===== src/rtl/cnn_mem_loader_pkg.sv =====
// Shared definitions for the CNN memory loader.
// - Core memory port widths, kept equal to the core's width macros.
// - Default stream counts for one inference.
// - FSM state encoding and a small helper for sizing the beat counter.
package cnn_mem_loader_pkg;

    // Core memory port widths
    localparam int unsigned DATA_WIDTH     = 16;
    localparam int unsigned CTX_BITS       = 24;
    localparam int unsigned CRAM_ADDR_BITS = 6;
    localparam int unsigned WRAM_ADDR_BITS = 14;
    localparam int unsigned BRAM_ADDR_BITS = 8;
    localparam int unsigned PE_NUM_BITS    = 5;
    localparam int unsigned LDM_NUM_BITS   = 1;
    localparam int unsigned LDM_ADDR_BITS  = 8;
    localparam int unsigned LDM_AW         = PE_NUM_BITS + LDM_NUM_BITS + LDM_ADDR_BITS;
    localparam int unsigned LABEL          = 16;

    // Default counts for one inference
    localparam int unsigned DEF_CTX_COUNT    = 38;
    localparam int unsigned DEF_WEIGHT_COUNT = 10920;
    localparam int unsigned DEF_BIAS_COUNT   = 145;
    localparam int unsigned DEF_SIG_COUNT    = 320;
    localparam int unsigned DEF_PE_NUM       = 20;

    typedef enum logic [2:0] {
        StIdle,
        StLdCtx,
        StLdW,
        StLdB,
        StLdSig,
        StStart,
        StRun,
        StDone
    } loader_state_e;

    function automatic int unsigned max4(input int unsigned a, input int unsigned b,
                                         input int unsigned c, input int unsigned d);
        int unsigned m;
        m = a;
        if (b > m) m = b;
        if (c > m) m = c;
        if (d > m) m = d;
        return m;
    endfunction

endpackage


===== src/rtl/cnn_ldm_addr_gen.sv =====
// LDM scatter address generator.
// Signal beat k goes to pe = k mod PE_NUM, word = k div PE_NUM, built from a
// pe counter that wraps at PE_NUM-1 and bumps the word counter on wrap.
// Ports:
//   CLK, RST   clock, asynchronous active-high reset
//   clear      zero both counters (new load)
//   step       advance to the next beat
//   ldm_addr   {pe, LDM_SEL, word} for the current beat
module cnn_ldm_addr_gen
    import cnn_mem_loader_pkg::*;
#(
    parameter int unsigned PE_NUM  = DEF_PE_NUM,
    parameter int unsigned LDM_SEL = 0
) (
    input  logic              CLK,
    input  logic              RST,
    input  logic              clear,
    input  logic              step,
    output logic [LDM_AW-1:0] ldm_addr
);

    localparam logic [PE_NUM_BITS-1:0] PE_LAST = PE_NUM_BITS'(PE_NUM - 1);

    logic [PE_NUM_BITS-1:0]   pe_q, pe_d;
    logic [LDM_ADDR_BITS-1:0] word_q, word_d;

    always_comb begin
        pe_d   = pe_q;
        word_d = word_q;
        if (clear) begin
            pe_d   = '0;
            word_d = '0;
        end else if (step) begin
            if (pe_q == PE_LAST) begin
                pe_d   = '0;
                word_d = word_q + 1'b1;
            end else begin
                pe_d = pe_q + 1'b1;
            end
        end
    end

    always_ff @(posedge CLK or posedge RST) begin
        if (RST) begin
            pe_q   <= '0;
            word_q <= '0;
        end else begin
            pe_q   <= pe_d;
            word_q <= word_d;
        end
    end

    assign ldm_addr = {pe_q, LDM_NUM_BITS'(LDM_SEL), word_q};

endmodule


===== src/rtl/cnn_mem_loader.sv =====
// CNN memory loader: takes one ready/valid word stream and writes it, in
// order, into CRAM, WRAM, BRAM and LDM (LDM scattered round-robin over PEs),
// then pulses the core start, waits for completion and holds the label.
// Ports:
//   CLK, RST                 clock, asynchronous active-high reset
//   go_in, load_all_in       run request (full load or signals only)
//   s_data_in/valid/ready    input word stream
//   CRAM/WRAM/BRAM/LDM_*     core memory write ports (one-cycle ena=wea pulses)
//   start_out, complete_in   core handshake
//   label_in/out, label_valid_out, label_ready_in  label capture and hand-off
//   busy_out                 high whenever not idle
module cnn_mem_loader
    import cnn_mem_loader_pkg::*;
#(
    parameter int unsigned IN_W         = 32,
    parameter int unsigned CTX_COUNT    = DEF_CTX_COUNT,
    parameter int unsigned WEIGHT_COUNT = DEF_WEIGHT_COUNT,
    parameter int unsigned BIAS_COUNT   = DEF_BIAS_COUNT,
    parameter int unsigned PE_NUM       = DEF_PE_NUM,
    parameter int unsigned SIG_COUNT    = DEF_SIG_COUNT,
    parameter int unsigned LDM_SEL      = 0
) (
    input  logic                      CLK,
    input  logic                      RST,
    input  logic                      go_in,
    input  logic                      load_all_in,
    input  logic [IN_W-1:0]           s_data_in,
    input  logic                      s_valid_in,
    output logic                      s_ready_out,
    output logic [CRAM_ADDR_BITS-1:0] CRAM_addra_out,
    output logic [CTX_BITS-1:0]       CRAM_dina_out,
    output logic                      CRAM_ena_out,
    output logic                      CRAM_wea_out,
    output logic [WRAM_ADDR_BITS-1:0] WRAM_addra_out,
    output logic [DATA_WIDTH-1:0]     WRAM_dina_out,
    output logic                      WRAM_ena_out,
    output logic                      WRAM_wea_out,
    output logic [BRAM_ADDR_BITS-1:0] BRAM_addra_out,
    output logic [DATA_WIDTH-1:0]     BRAM_dina_out,
    output logic                      BRAM_ena_out,
    output logic                      BRAM_wea_out,
    output logic [LDM_AW-1:0]         LDM_addra_out,
    output logic [DATA_WIDTH-1:0]     LDM_dina_out,
    output logic                      LDM_ena_out,
    output logic                      LDM_wea_out,
    output logic                      start_out,
    input  logic                      complete_in,
    input  logic [LABEL-1:0]          label_in,
    output logic [LABEL-1:0]          label_out,
    output logic                      label_valid_out,
    input  logic                      label_ready_in,
    output logic                      busy_out
);

    localparam int unsigned MAX_COUNT = max4(CTX_COUNT, WEIGHT_COUNT, BIAS_COUNT, SIG_COUNT);
    localparam int unsigned CNT_W     = $clog2(MAX_COUNT + 1);

    localparam logic [CNT_W-1:0] CTX_LAST = CNT_W'(CTX_COUNT - 1);
    localparam logic [CNT_W-1:0] W_LAST   = CNT_W'(WEIGHT_COUNT - 1);
    localparam logic [CNT_W-1:0] B_LAST   = CNT_W'(BIAS_COUNT - 1);
    localparam logic [CNT_W-1:0] SIG_LAST = CNT_W'(SIG_COUNT - 1);

    loader_state_e state_q, state_d;
    logic [CNT_W-1:0] cnt_q, cnt_d;

    logic in_load;
    logic accept;
    logic beat_last;
    logic ldm_clear;
    logic [LDM_AW-1:0] ldm_addr_cur;

    logic [CRAM_ADDR_BITS-1:0] cram_addr_q;
    logic [CTX_BITS-1:0]       cram_din_q;
    logic                      cram_en_q;
    logic [WRAM_ADDR_BITS-1:0] wram_addr_q;
    logic [DATA_WIDTH-1:0]     wram_din_q;
    logic                      wram_en_q;
    logic [BRAM_ADDR_BITS-1:0] bram_addr_q;
    logic [DATA_WIDTH-1:0]     bram_din_q;
    logic                      bram_en_q;
    logic [LDM_AW-1:0]         ldm_addr_q;
    logic [DATA_WIDTH-1:0]     ldm_din_q;
    logic                      ldm_en_q;
    logic                      start_q;
    logic [LABEL-1:0]          label_q;

    // Upper stream bits are deliberately dropped by the narrower ports.
    logic unused_data;
    assign unused_data = ^s_data_in;

    assign in_load = (state_q == StLdCtx) || (state_q == StLdW) ||
                     (state_q == StLdB)   || (state_q == StLdSig);
    assign accept  = s_valid_in && in_load;

    always_comb begin
        state_d   = state_q;
        beat_last = 1'b0;
        ldm_clear = 1'b0;
        unique case (state_q)
            StIdle: begin
                if (go_in) begin
                    ldm_clear = 1'b1;
                    state_d   = load_all_in ? StLdCtx : StLdSig;
                end
            end
            StLdCtx: begin
                beat_last = (cnt_q == CTX_LAST);
                if (accept && beat_last) state_d = StLdW;
            end
            StLdW: begin
                beat_last = (cnt_q == W_LAST);
                if (accept && beat_last) state_d = StLdB;
            end
            StLdB: begin
                beat_last = (cnt_q == B_LAST);
                if (accept && beat_last) state_d = StLdSig;
            end
            StLdSig: begin
                beat_last = (cnt_q == SIG_LAST);
                if (accept && beat_last) state_d = StStart;
            end
            StStart: state_d = StRun;
            StRun: begin
                if (complete_in) state_d = StDone;
            end
            StDone: begin
                if (label_ready_in) state_d = StIdle;
            end
            default: state_d = StIdle;
        endcase
    end

    // Beat index within the current load state; restarts at each state change.
    always_comb begin
        cnt_d = cnt_q;
        if (accept) cnt_d = beat_last ? '0 : cnt_q + 1'b1;
    end

    cnn_ldm_addr_gen #(
        .PE_NUM  (PE_NUM),
        .LDM_SEL (LDM_SEL)
    ) u_ldm_addr_gen (
        .CLK      (CLK),
        .RST      (RST),
        .clear    (ldm_clear),
        .step     (accept && (state_q == StLdSig)),
        .ldm_addr (ldm_addr_cur)
    );

    always_ff @(posedge CLK or posedge RST) begin
        if (RST) begin
            state_q     <= StIdle;
            cnt_q       <= '0;
            cram_addr_q <= '0;
            cram_din_q  <= '0;
            cram_en_q   <= 1'b0;
            wram_addr_q <= '0;
            wram_din_q  <= '0;
            wram_en_q   <= 1'b0;
            bram_addr_q <= '0;
            bram_din_q  <= '0;
            bram_en_q   <= 1'b0;
            ldm_addr_q  <= '0;
            ldm_din_q   <= '0;
            ldm_en_q    <= 1'b0;
            start_q     <= 1'b0;
            label_q     <= '0;
        end else begin
            state_q   <= state_d;
            cnt_q     <= cnt_d;
            cram_en_q <= accept && (state_q == StLdCtx);
            wram_en_q <= accept && (state_q == StLdW);
            bram_en_q <= accept && (state_q == StLdB);
            ldm_en_q  <= accept && (state_q == StLdSig);
            // Registered so the final LDM write lands a cycle ahead of start.
            start_q   <= (state_q == StStart);
            if (accept && (state_q == StLdCtx)) begin
                cram_addr_q <= CRAM_ADDR_BITS'(cnt_q);
                cram_din_q  <= s_data_in[CTX_BITS-1:0];
            end
            if (accept && (state_q == StLdW)) begin
                wram_addr_q <= WRAM_ADDR_BITS'(cnt_q);
                wram_din_q  <= s_data_in[DATA_WIDTH-1:0];
            end
            if (accept && (state_q == StLdB)) begin
                bram_addr_q <= BRAM_ADDR_BITS'(cnt_q);
                bram_din_q  <= s_data_in[DATA_WIDTH-1:0];
            end
            if (accept && (state_q == StLdSig)) begin
                ldm_addr_q <= ldm_addr_cur;
                ldm_din_q  <= s_data_in[DATA_WIDTH-1:0];
            end
            if ((state_q == StRun) && complete_in) label_q <= label_in;
        end
    end

    assign s_ready_out     = in_load;
    assign CRAM_addra_out  = cram_addr_q;
    assign CRAM_dina_out   = cram_din_q;
    assign CRAM_ena_out    = cram_en_q;
    assign CRAM_wea_out    = cram_en_q;
    assign WRAM_addra_out  = wram_addr_q;
    assign WRAM_dina_out   = wram_din_q;
    assign WRAM_ena_out    = wram_en_q;
    assign WRAM_wea_out    = wram_en_q;
    assign BRAM_addra_out  = bram_addr_q;
    assign BRAM_dina_out   = bram_din_q;
    assign BRAM_ena_out    = bram_en_q;
    assign BRAM_wea_out    = bram_en_q;
    assign LDM_addra_out   = ldm_addr_q;
    assign LDM_dina_out    = ldm_din_q;
    assign LDM_ena_out     = ldm_en_q;
    assign LDM_wea_out     = ldm_en_q;
    assign start_out       = start_q;
    assign label_out       = label_q;
    assign label_valid_out = (state_q == StDone);
    assign busy_out        = (state_q != StIdle);

endmodule


===== config.mk =====
export PLATFORM = sky130hd
export DESIGN_NAME = cnn_mem_loader
export DESIGN_NICKNAME = d
export VERILOG_FILES = /design/src/rtl/cnn_mem_loader_pkg.sv /design/src/rtl/cnn_ldm_addr_gen.sv /design/src/rtl/cnn_mem_loader.sv
export SDC_FILE = /design/constraint.sdc
export NUM_CORES = 1
export LEC_CHECK = 0
export BUFFER_PORTS_ARGS = -buffer_cell sky130_fd_sc_hd__buf_2
export CAP_MARGIN = 0
export CORE_ASPECT_RATIO = 0.9
export CORE_MARGIN = 5
export CORE_UTILIZATION = 54
export CTS_BUF_LIST = sky130_fd_sc_hd__clkbuf_8
export DETAILED_ROUTE_END_ITERATION = 12
export PLACE_DENSITY = 0.9
export SYNTH_ARGS = -nofsm -noshare
export SYNTH_HDL_FRONTEND = slang
export SYNTH_SLANG_ARGS = --single-unit

===== constraint.sdc =====
create_clock -name CLK -period 6.5 [get_ports CLK]
set_input_delay 0.325 -clock CLK [delete_from_list [all_inputs] [get_ports CLK]]
set_output_delay 0.325 -clock CLK [all_outputs]
set_load 0.05 [all_outputs]

; Word-level counts from Yosys, hierarchy flattened
; Index checks and enable logic that the tools add are counted.
[op_classes]
addsub = 3
eq_ne = 19
muxes = 19
reduce_logical = 19
[ops]
columns = operator, count
row1 = $mux W3, 8
row2 = $mux W8, 3
row3 = $pmux W3 S8, 1
row4 = $mux W5, 3
row5 = $add A14 B1 Y14 const B, 1
row6 = $eq A14 B14 Y1 const B, 1
row7 = $eq A14 B6 Y1 const B, 1
row8 = $eq A14 B8 Y1 const B, 1
row9 = $eq A14 B9 Y1 const B, 1
row10 = $mux W14, 1
row11 = $eq A3 B3 Y1 const B, 4
row12 = $logic_and A1 B1 Y1, 10
row13 = $add A8 B1 Y8 const B, 1
row14 = $ne A2 B2 Y1 const B, 4
row15 = $reduce_and A7 Y1, 1
row16 = $eq A3 B2 Y1 const B, 2
row17 = $ne A2 B1 Y1 const B, 3
row18 = $add A5 B1 Y5 const B, 1
row19 = $eq A5 B5 Y1 const B, 1
row20 = $pmux W1 S4, 1
row21 = $reduce_bool A2 Y1, 2
row22 = $eq A3 B1 Y1 const B, 1
row23 = $logic_not A3 Y1, 1
row24 = $logic_or A1 B1 Y1, 3
row25 = 3 further kinds, 4
[totals]
ff_bits = 164
in_bits = 55
output_inout_bits = 142
word_cells = 78

; Longest topological paths before layout
[logic_depth]
word_depth = 8
ltp_mapped = 10
depth_no_buf = 8

; Hierarchy
; From an unflattened synthesis, not the netlist that was laid out.
[hier_totals]
hier_cells = 518
hier_area_um2 = 6866.6
[modules_own_cells]
columns = module, n_inst, cells_each, area_per_inst_um2, seq_area_each_um2
row1 = cnn_mem_loader, 1, 442, 6138.4, 3803.6
row2 = cnn_ldm_addr_gen, 1, 76, 728.2, 325.3

; Worst setup path after synthesis
; OpenSTA, ideal clock, no wires.
[synth_path]
path_kind = register to register
startpoint = register cnt_q[3]
endpoint = register state_q[1]
setup_ns = 0.127
arrival_ns = 2.199
t_required_ns = 6.373
path_slack_ns = 4.173
stages_incl_launch_ff = 7
n_path_buf = 1
synth_period_minus_slack_ns = 2.327
path_cell_list = dfrtp_1 > buf_6 > or4_4 > nor4_2 > a21boi_1 > nor4_2 > mux2_1
[synth_between]
elab_chain_len = 4
word_cells_on_any_way = 13
classes_between = eq/ne: 8 / reduce/logical: 5
[synth_rtl]
columns = element, line
row1 = "start, declared", cnn_mem_loader.sv:64  ; logic [CNT_W-1:0] cnt_q, cnt_d;
row2 = "start signal, assigned", cnn_mem_loader.sv:170  ; cnt_q <= cnt_d;
row3 = $eq A14 B9 Y1 (tied with other cells), cnn_mem_loader.sv:119  ; beat_last = (cnt_q == SIG_LAST);
row4 = "$logic_and A1 B1 Y1, on equally long branches", --
row5 = $ne A2 B2 Y1 (no line) / $ne A2 B1 Y1 (equally long branches), --
row6 = $reduce_and A7 Y1 (no line) (*), --
row7 = "end signal, assigned", cnn_mem_loader.sv:152  ; state_q <= StIdle;
row8 = "end signal, assigned", cnn_mem_loader.sv:169  ; state_q <= state_d;
row9 = "end, declared", cnn_mem_loader.sv:63  ; loader_state_e state_q, state_d;
; Every way passes the cells marked *; elsewhere a longest branch is shown, timed or not.
; A chain may end at the register's enable or synchronous reset.

; Worst setup path after layout
[layout_path]
startpoint = register state_q[0]
endpoint = register u_ldm_addr_gen.word_q[7]
[layout_between]
elab_chain_len = 8
word_cells_on_any_way = 15
classes_between = eq/ne: 4 / mux: 2 / reduce/logical: 9
[layout_rtl]
columns = element, line
row1 = $eq A3 B1 Y1 / $eq A3 B2 Y1 (equally long branches), cnn_mem_loader.sv:91  ; assign in_load = (state_q == StLdCtx) || (state_q == StLdW) ||
row2 = $logic_or A1 B1 Y1 (2 in a row), cnn_mem_loader.sv:91
row3 = $logic_or A1 B1 Y1, cnn_mem_loader.sv:92  ; (state_q == StLdB) || (state_q == StLdSig);
row4 = $logic_and A1 B1 Y1, cnn_mem_loader.sv:93  ; assign accept = s_valid_in && in_load;
row5 = $logic_and A1 B1 Y1, cnn_mem_loader.sv:146  ; .step (accept && (state_q == StLdSig)),
row6 = $reduce_bool A2 Y1 (no line), --
row7 = $reduce_and A2 Y1 (no line), --
row8 = "end signal, assigned", cnn_ldm_addr_gen.sv:49  ; word_q <= word_d;
row9 = "end, declared", cnn_ldm_addr_gen.sv:25  ; logic [LDM_ADDR_BITS-1:0] word_q, word_d;
; Parallel ways exist; a longest one is shown, timed or not.

==> impl_metrics.py <==
metrics = {
    "outcome": {
        "status": "completed",
    },
    "sta": {
        "period_share_pct": 42.0,
        "fmax_mhz": 367,
        "rsz0062_at_grt": "false",
        "setup_violations": 0,
        "fin_hold_ws_ps": 70.8,
        "tightestPinTransition_ps": 963,
        "slew_viol_final": 0,
        "period_minus_slack_ps": 2730,
        "fin_tns_setup_ps": 0,
        "hold_viol": 0,
        "slew_headroom_pct": 35.4,
        "finClkSkew_ps": 8.42,
    },
    "synthesis": {
        "synth-edff-count": 0,
        "ys_warn_count": 0,
        "yosys.area.top_type": "dfrtp_1",
        "ys_seq_area_share_pct": 60.1,
        "yosysMostFrequentCell": "dfrtp_1",
        "synth_common_cells": "dfrtp_1 (164), nand2_1 (119), mux2_2 (90)",
        "synth_cells": 582,
        "synthTopCellsByArea": "dfrtp_1 (60%), mux2_2 (15%), nand2_1 (6.5%)",
        "synth_top_flop_cell": "dfrtp_1",
        "syn_nets": 646,
        "syn_avg_cell_area_um2": 11.7,
        "yosysTopAreaCellShare_pct": 60.1,
        "ys_types": 45,
        "syn_area_um2": 6830,
        "async_reset_ff_share_pct": 100,
        "ys_ff_latch": 164,
    },
    "setup_path": {
        "critPathSlowestCell": "clkinv_1",
        "cp_max_fo": 34,
        "worst_path_largest_cell_delay_ps": 760,
        "crit_end": "u_ldm_addr_gen.word_q[7]$_DFFE_PP0P_",
        "cp.arrival_ps": 3020,
        "cpLargestDelayFamily": "simple AND/OR/NAND/NOR gates",
        "crit_path_end_kind": "register",
        "r2r-end": "u_ldm_addr_gen.word_q[7]$_DFFE_PP0P_",
        "rr_worst_depth": 8,
        "required_ps": 6790,
        "path_class": "register to register",
        "path_buf_inv": 2,
        "critical_path.reg2reg.startpoint": "state_q[0]$_DFFE_PP0P_",
        "critPathLaunch": "state_q[0]$_DFFE_PP0P_",
        "cp_cell_sequence": "inv_1, ha_1, nand3_1, clkinv_1, and2_1, nand4_1, xor2_1, nor2_1",
        "path_depth": 8,
        "rrSetupSlack_ps": 3770,
        "startpoint_type": "register",
    },
    "clocking": {
        "ctsHoldBuffers": 0,
        "cts_max_path_buffers": 2,
        "clock-sinks": 164,
        "clkTransAtPathRegs_ps": 90,
        "postCtsSetupRepairBufs": 0,
        "cts_resized": 0,
        "clk_latency_ps": 440,
        "cts_made_buffers": 17,
        "cts_tree": "yes",
        "root_buffer": "clkbuf_8",
        "cts_max_level": 4,
    },
    "global_routing": {
        "gr-usage-met2_pct": 34.1,
        "busiest_layer": "met2",
        "grt_pass1_wl_mm": 25.7,
        "grt_overflow_total": 0,
        "grtUsageMet1_pct": 29.1,
        "first_global_vias": 5016,
        "antenna_found_initial": 1,
        "gr-usage-all-layers_pct": 21.9,
        "grt_max_degree": 109,
        "globalRouteMet3Util_pct": 8.05,
    },
    "floorplanning": {
        "ios": 197,
        "die-area_um2": 15000,
        "die_width_um": 129,
        "core_um2": 12500,
        "fp-row-count": 39,
        "fp.dieH_um": 117,
        "start_util_pct": 54.5,
    },
    "detailed_routing": {
        "via_count": 4933,
        "vias_per_cell": 5.28,
        "totalWireLength_mm": 15.7,
        "antenna_left": 0,
        "dr.pass1.iters": 4,
        "drtIter0Drc": 311,
        "drc_errors": 0,
        "detail_route.wl_per_cell_um": 16.9,
    },
    "layout": {
        "n_antenna_cell": 0,
        "nets": 822,
        "area_delta_synth_final_pct": 20.5,
        "final_cell_area_um2": 8230,
        "drive_gt1_share_pct": 41.0,
        "n_fill_cell": 939,
    },
    "pwr": {
        "power_leakage_nw": 4.55,
        "peakVddDrop_v": 0.000213,
        "powerDensity_nw_per_um2": 261,
    },
    "flow_run": {
        "maxCapViolations": 0,
    },
    "placement": {
        "io_buffers": 187,
        "hpwl_mm": 11.2,
        "place_area_um2": 7850,
        "gp_congestion": 0.822,
    },
    "hold_path": {
        "hp-class": "input port to asynchronous set/reset pin",
    },
}
cell families (layout without fill, tap and decap cells):
kind of cell	Yosys count	count (layout)	synth area share, %
mux	94	94	15.4
fa+ha+maj	9	9	1.65
xor+xnor	14	14	1.80
other cells	1	1	0.0549
compound gates	42	42	3.65
flops	164	164	60.1
buf+inv	50	238	3.15
simple gates	208	208	14.2
area by class of cell:
type                            instances  area [um2]  share of cell area (%)
Sequential cell                       164        4100                    49.9
Timing Repair Buffer                  191         966                    11.7
Multi-Input combinational cell        368        2510                    30.5
Clock buffer                           17         234                    2.84
Tap cell                              164         205                    2.49
Clock inverter                         14         141                    1.72
Inverter                               16        65.1                   0.791
state kept, by name, summed over array words and instances, names as in the netlist, 5 cells and up:
signal / flops
BRAM_dina_out: 16
label_out: 16
CRAM_dina_out: 24
WRAM_dina_out: 16
cnt_q: 14
u_ldm_addr_gen.word_q: 8
LDM_addra_out: 13
BRAM_addra_out: 8
CRAM_addra_out: 6
u_ldm_addr_gen.pe_q: 5
WRAM_addra_out: 14
LDM_dina_out: 16
through the flow:
stage               worst slack, ps  util (%)  std cells  power (mW)
CTS                            3740      65.6        934        2.17
global placement               3800      62.6        903        1.45
finish                         3770      65.6        934        2.15
global route                   3480      65.6        934        2.26
detailed placement             3750      62.6        903        1.46
floorplan                      1740         -        582        1.37
power breakdown:
| part | internal (mW) | switching [mW] | total, mW |
|---|---|---|---|
| combinational | 0.0896 | 0.213 | 0.303 |
| clock | 0.337 | 0.372 | 0.709 |
| sequential | 1.07 | 0.0673 | 1.14 |
layout by cell type (no fill, tap or decap), types with 3 or more instances in the layout:
cell type and count:
buf_2 187, dfrtp_1 164, nand2_1 118, mux2_2 90
nor2_1 21, o21ai_0 19, clkbuf_8 17, inv_1 16
nand3_1 12, a21oi_1 11, nand4_1 10, nor3_1 10
ha_1 9, xor2_1 8, nor2b_1 7, xnor2_1 6
and2_1 5, nand2b_1 4, and3_1 4, clkinv_4 4
buf_4 4, nand4b_1 3, nor4_2 3, a21boi_1 3
mux2i_1 3, clkinv_2 3
per-layer routing:
layer | vias up | share of wire, %
met4 | 2 | 1.1
met3 | 13 | 9.6
met2 | 197 | 46
met1 | 2413 | 43
met5 | - | 0.070
li1 | 2308 | -
how the worst min path moves through the flow:
stage                                        from                       endpoint  slack, ps  depth (start not counted)
CTS                                 s_data_in[20]  CRAM_dina_out[20]$_DFFE_PP0P_         80                          2
detailed placement   LDM_addra_out[0]$_DFFE_PP0P_   LDM_addra_out[0]$_DFFE_PP0P_        460                          2
finish                                        RST  CRAM_dina_out[23]$_DFFE_PP0P_         70                          2
global route                        s_data_in[18]  CRAM_dina_out[18]$_DFFE_PP0P_         70                          2
global placement    LDM_addra_out[11]$_DFFE_PP0P_  LDM_addra_out[11]$_DFFE_PP0P_        450                          2
floorplan                            s_data_in[0]    LDM_dina_out[0]$_DFFE_PP0P_        430                          2
(Power assumes the default switching activity.)
